`config.mk`:
```
export PLATFORM = sky130hd
export DESIGN_NAME = ws2812_serializer
export DESIGN_NICKNAME = d
export VERILOG_FILES = /design/src/rtl/ledsuit_pkg.sv /design/src/rtl/ws2812_bit_timer.sv /design/src/rtl/ws2812_serializer.sv
export SDC_FILE = /design/constraint.sdc
export NUM_CORES = 1
export LEC_CHECK = 0
export BUFFER_PORTS_ARGS = -buffer_cell sky130_fd_sc_hd__clkbuf_2
export CAP_MARGIN = 20
export CORE_ASPECT_RATIO = 0.8
export CORE_UTILIZATION = 50
export CTS_BUF_LIST = sky130_fd_sc_hd__clkbuf_4 sky130_fd_sc_hd__clkbuf_8
export DETAILED_ROUTE_END_ITERATION = 6
export PLACE_DENSITY = 0.69
export SETUP_SLACK_MARGIN = 0.1
export SKIP_CTS_REPAIR_TIMING = 1
export SLEW_MARGIN = 20
export SYNTH_ARGS = -nofsm -noshare
export SYNTH_HDL_FRONTEND = slang
export SYNTH_SLANG_ARGS = --single-unit
```
`constraint.sdc`:
```
create_clock -name clk_50 -period 2 [get_ports clk_50]
set_input_delay 0.6 -clock clk_50 [delete_from_list [all_inputs] [get_ports clk_50]]
set_output_delay 0.6 -clock clk_50 [all_outputs]
set_load 0.1 [all_outputs]
```
`src/rtl/ledsuit_pkg.sv`:
```
// ledsuit_pkg: shared FSM encoding and 50 MHz WS2812 timing defaults
package ledsuit_pkg;

    typedef enum logic [2:0] {IDLE, FETCH, WAIT, SHIFT, LATCH} ws_state_t;

    localparam int WS_T_BIT   = 62;
    localparam int WS_T0H     = 20;
    localparam int WS_T1H     = 40;
    localparam int WS_T_LATCH = 2500;

endpackage

```
`src/rtl/ws2812_bit_timer.sv`:
```
// ws2812_bit_timer: per-bit phase counter giving high/low level and bit boundaries
module ws2812_bit_timer #(
    parameter int T_BIT = 62,
    parameter int T0H   = 20,
    parameter int T1H   = 40
) (
    input  logic clk,
    input  logic rst,
    input  logic en,
    input  logic bit_val,
    output logic high,
    output logic end_bit,
    output logic bit_start
);
    localparam int PW = $clog2(T_BIT);
    localparam logic [PW-1:0] LAST = PW'(T_BIT - 1);
    localparam logic [PW-1:0] H0   = PW'(T0H);
    localparam logic [PW-1:0] H1   = PW'(T1H);

    logic [PW-1:0] ph;

    always_ff @(posedge clk)
        ph <= (rst || !en || ph == LAST) ? '0 : ph + 1'b1;

    assign end_bit   = en && ph == LAST;
    assign bit_start = en && ph == '0;
    assign high      = ph < (bit_val ? H1 : H0);

endmodule

```
`src/rtl/ws2812_serializer.sv`:
```
// ws2812_serializer: streams a frame of GRB pixel words from memory onto a WS2812 strip.
// The bit timer runs one cycle ahead of strip_out so the line level can be registered.
module ws2812_serializer import ledsuit_pkg::*; #(
    parameter int NUM_PIXELS = 150,
    parameter int T_BIT      = WS_T_BIT,
    parameter int T0H        = WS_T0H,
    parameter int T1H        = WS_T1H,
    parameter int T_LATCH    = WS_T_LATCH
) (
    input  logic        clk_50,
    input  logic        rst,
    input  logic        start,
    output logic [12:0] mem_addr,
    output logic        mem_rd,
    input  logic [23:0] mem_rdata,
    output logic        strip_out,
    output logic        busy,
    output logic        frame_done
);
    localparam int LW = $clog2(T_LATCH + 1);
    localparam logic [12:0]   LAST_PIX  = 13'(NUM_PIXELS - 1);
    localparam logic [LW-1:0] LATCH_END = LW'(T_LATCH);

    ws_state_t state, state_n;
    logic [23:0] shreg, pf;
    logic [4:0] bit_idx;
    logic [12:0] pix;
    logic [LW-1:0] lcnt;
    logic pend, high, end_bit, bit_start, running;
    logic accept, prefetch, bit_end, pix_end, last_pix;

    assign running  = state == WAIT || state == SHIFT;
    assign accept   = state == IDLE && start;
    assign last_pix = pix == LAST_PIX;
    assign bit_end  = state == SHIFT && end_bit;
    assign pix_end  = bit_end && bit_idx == 5'd0;
    assign prefetch = state == SHIFT && bit_start && bit_idx == 5'd0 && !last_pix;

    ws2812_bit_timer #(.T_BIT(T_BIT), .T0H(T0H), .T1H(T1H)) u_timer (
        .clk       (clk_50),
        .rst       (rst),
        .en        (running),
        .bit_val   (shreg[23]),
        .high      (high),
        .end_bit   (end_bit),
        .bit_start (bit_start)
    );

    always_ff @(posedge clk_50)
        state <= rst ? IDLE : state_n;

    always_comb begin
        state_n = state;
        case (state)
            IDLE:    state_n = start ? FETCH : IDLE;
            FETCH:   state_n = WAIT;
            WAIT:    state_n = SHIFT;
            SHIFT:   state_n = (pix_end && last_pix) ? LATCH : SHIFT;
            LATCH:   state_n = lcnt == LATCH_END ? IDLE : LATCH;
            default: state_n = IDLE;
        endcase
    end

    always_ff @(posedge clk_50) begin
        if (rst) begin
            {mem_addr, mem_rd, strip_out, busy, frame_done, pend} <= '0;
            {shreg, pf, bit_idx, pix, lcnt} <= '0;
        end else begin
            mem_rd     <= accept || prefetch;
            mem_addr   <= accept ? 13'd0 : prefetch ? pix + 13'd1 : mem_addr;
            pend       <= mem_rd;
            pf         <= pend ? mem_rdata : pf;
            strip_out  <= running && high;
            busy       <= state_n != IDLE;
            frame_done <= state == LATCH && lcnt == LATCH_END;
            lcnt       <= state == LATCH ? lcnt + 1'b1 : '0;
            if (accept)
                pix <= '0;
            else if (pix_end && !last_pix)
                pix <= pix + 13'd1;
            // the last pixel holds its final bit; LATCH takes over from here
            if (state == WAIT || (pix_end && !last_pix)) begin
                shreg   <= state == WAIT ? mem_rdata : pf;
                bit_idx <= 5'd23;
            end else if (bit_end && bit_idx != 5'd0) begin
                shreg   <= shreg << 1;
                bit_idx <= bit_idx - 5'd1;
            end
        end
    end

endmodule

```
==> results.py <==
metrics = {
    "final_layout": {
        "drive_above_1_share": 0.2681,
        "diodes": 0,
        "area_growth_pct": 18.26,
        "final_nets": 642,
        "nFillCells": 850,
    },
    "outcome": {
        "status": "completed",
    },
    "hold_path": {
        "hold_path.class": "reg -> reg",
    },
    "timing": {
        "period_share": 0.9733,
        "timing.fmax_mhz": 513.7,
        "worst_pin_slew_ns": 0.5661,
        "clock_skew_ns": 0.01224,
        "period_needed_ns": 1.947,
        "setup_viol": 0,
        "slew_violations": 0,
        "tns_ns": 0,
        "whs_ns": 0.4688,
        "hold_viol_final": 0,
        "relSlewSlack": 0.6242,
        "rsz0062_at_grt": "true",
    },
    "clock_network": {
        "cts_buffers": 9,
        "clk_path_buf_depth": 2,
        "root_buffer": "clkbuf_8",
        "tritoncts": "yes",
        "cts.sinks": 105,
        "htreeDepth": 3,
        "clk_latency_ns": 0.38,
        "cts.clk_slew.worst_paths_ns": 0.10,
    },
    "floorplanning": {
        "initial_core_util": 0.5196,
        "fp.coreArea_sq_um": 9769,
        "fp.dieArea_sq_um": 10560,
        "boundaryPins": 44,
        "rows": 32,
        "die_x_microns": 114.7,
        "die_h_microns": 92.12,
    },
    "global_route": {
        "track_usage": 0.2304,
        "grt_max_degree": 26,
        "grt-ovfl-total": 0,
        "grt_pass1_vias": 3978,
        "antenna_found_initial": 0,
        "grt_pass1_wl_microns": 19270,
    },
    "yosys": {
        "yosys_warnings": 0,
        "synth_top_cell_area_share": 0.4141,
        "synth_cell_types": 66,
        "synth_nets": 571,
        "synthArstFlopShare": 0,
        "yosys_most_used_dff": "dfxtp_1",
        "synth_most_common_cell": "dfxtp_1",
        "synth-seq-cells": 105,
        "yosys-top-cells-count": "dfxtp_1 (105), nor2_1 (51), a21oi_1 (32), mux2i_1 (25)",
        "synthTopCellsByArea": "dfxtp_1 (41%), mux2i_1 (4.9%), a221o_1 (4.5%)",
        "netlist_area_sq_um": 5076,
        "synth_area_leader_cell": "dfxtp_1",
        "synth-seq-area-share": 0.4141,
        "postSynthCellCount": 532,
        "synth-edff-count": 0,
        "avgSynthCellArea_sq_um": 9.542,
    },
    "detailed_routing": {
        "drt_iter0_drc": 303,
        "vias": 4310,
        "viasPerCell": 5.793,
        "ant_nets": 0,
        "wl_per_cell_microns": 16.14,
        "drtPass1Iterations": 5,
        "wl_microns": 12010,
        "drc": 0,
    },
    "pwr": {
        "p_int_mw": 2.873,
        "switching_share": 0.2692,
        "irDropWorstVdd_mv": 0.4539,
        "pwr-share-comb": 0.130,
        "netSwitchingPower_mw": 1.058,
        "clockPowerShare": 0.311,
        "pwr_density_cell_nw_per_um2": 654.9,
        "p_leak_nw": 2.232,
        "pwr-share-seq": 0.559,
    },
    "worst_setup_path": {
        "path_cells": "inv_2 > ha_4 > nor4b_4 > buf_4 > buf_4 > nand4_1 > buf_4 > buf_2 > o21ai_0 > a21oi_2",
        "required_ns": 2.27,
        "critPathCaptureType": "flip-flop",
        "slowest_stage": "dfxtp_2",
        "critPathKind": "reg -> reg",
        "cp_max_fo": 6,
        "critPathLaunchType": "flip-flop",
        "worst_path_most_repeated_cell": "buf_4",
        "cpPeakStageDelay_ns": 0.34,
        "arrival_ns": 2.21,
    },
    "placement": {
        "place.gp.congestion": 0.8188,
        "io_buffers": 43,
        "hpwl_microns": 7869,
    },
    "flow_run": {
        "cap_violations": 0,
    },
}
## logic make-up after synthesis
family                     after synthesis  synth area share
adders and majority gates               12           0.02958
muxes                                   26           0.05152
xor gates and xnor gates                22           0.03796
DFF                                    105            0.4141
and+or+nand+nor                        179            0.2108
buffers and inverters                   58           0.06926
AOI/OAI and AO/OA                      130            0.1868
## power groups by stage
stage                     registers (mW)  logic (mW)  clock network, mW
after floorplan                     2.29       0.270                  0
after global placement              2.24       0.446                  0
after detailed placement            2.24       0.456                  0
after CTS                           2.20       0.459               1.26
after global routing                2.21       0.553               1.34
final                               2.20       0.510               1.22
## area by class of cell
type | instances | area, sq um | area share
tap | 136 | 170.2 | 0.02835
multi-input combinational | 370 | 2758 | 0.4594
sequential | 105 | 2105 | 0.3506
clock inverter | 6 | 41.29 | 0.006878
timing repair buffer | 101 | 732.0 | 0.1219
clock buffer | 10 | 137.6 | 0.02293
inverter | 16 | 60.06 | 0.01000
## sequential cells by signal, indices dropped and copies added, names as in the netlist, 3 cells and up
name	flops
bit_idx	5
lcnt	12
mem_addr	13
pf	24
pix	13
shreg	24
state	3
u_timer.ph	6
## per-stage QoR
| step | worst slack, ns | utilization | cells | power, mW | cell area [sq um] |
|---|---|---|---|---|---|
| after floorplan | 0.1875 | - | 532 | 2.559 | 5076 |
| after global placement | -0.1897 | 0.5718 | 719 | 2.688 | 5587 |
| after detailed placement | -0.3326 | 0.5718 | 719 | 2.700 | 5587 |
| after CTS | -0.3627 | 0.5902 | 735 | 3.919 | 5766 |
| after global routing | -0.02281 | 0.6145 | 744 | 4.099 | 6003 |
| final | 0.05348 | 0.6145 | 744 | 3.932 | 6003 |
## critical path: cells and delay by family (launching register included)
family | cells | cell delay, ns
AND/OR/NAND/NOR | 2 | 0.34
adder cells (fa/ha/maj) | 1 | 0.13
buffers and inverters | 5 | 0.73
flip-flops | 1 | 0.34
AO/OA/AOI/OAI | 2 | 0.29
## per-layer routing
layer  routed length (microns)  GRT usage
met1                      5730     0.3221
met2                      5478     0.3505
met3                       651    0.04627
met4                       148    0.08117
met5                         0          0
## final timing paths
| kind | startpoint | endpoint | slack [ns] | cells past startpoint |
|---|---|---|---|---|
| worst max-delay path | bit_idx[1] | mem_addr[5] | 0.05 | 10 |
| worst max register to register | bit_idx[1] | mem_addr[5] | 0.05 | 10 |
| worst min-delay path | mem_rd | pend | 0.47 | 1 |
| worst min register to register | mem_rd | pend | 0.47 | 1 |
## cells in the final DEF (no fill, tap or decap), drive strengths merged, types with 4 or more instances in the layout
cell type	Yosys	layout
a221o	23	23
a21oi	32	33
clkinv	0	4
xnor2	10	10
nor2	51	51
o31ai	9	9
nor2b	23	23
or3	8	8
mux2i	25	25
nor4b	6	6
ha	12	12
a22o	22	22
or4	8	8
clkbuf	18	54
buf	24	57
nand2	13	13
o211ai	4	4
a211oi	6	6
and3	5	5
nand3	23	23
nand4	13	13
xor2	12	12
and4	6	6
inv	16	18
o21ai	16	16
nor3	7	7
dfxtp	105	105
o21a	4	4
Note: power is estimated with default switching activity, not from simulation.
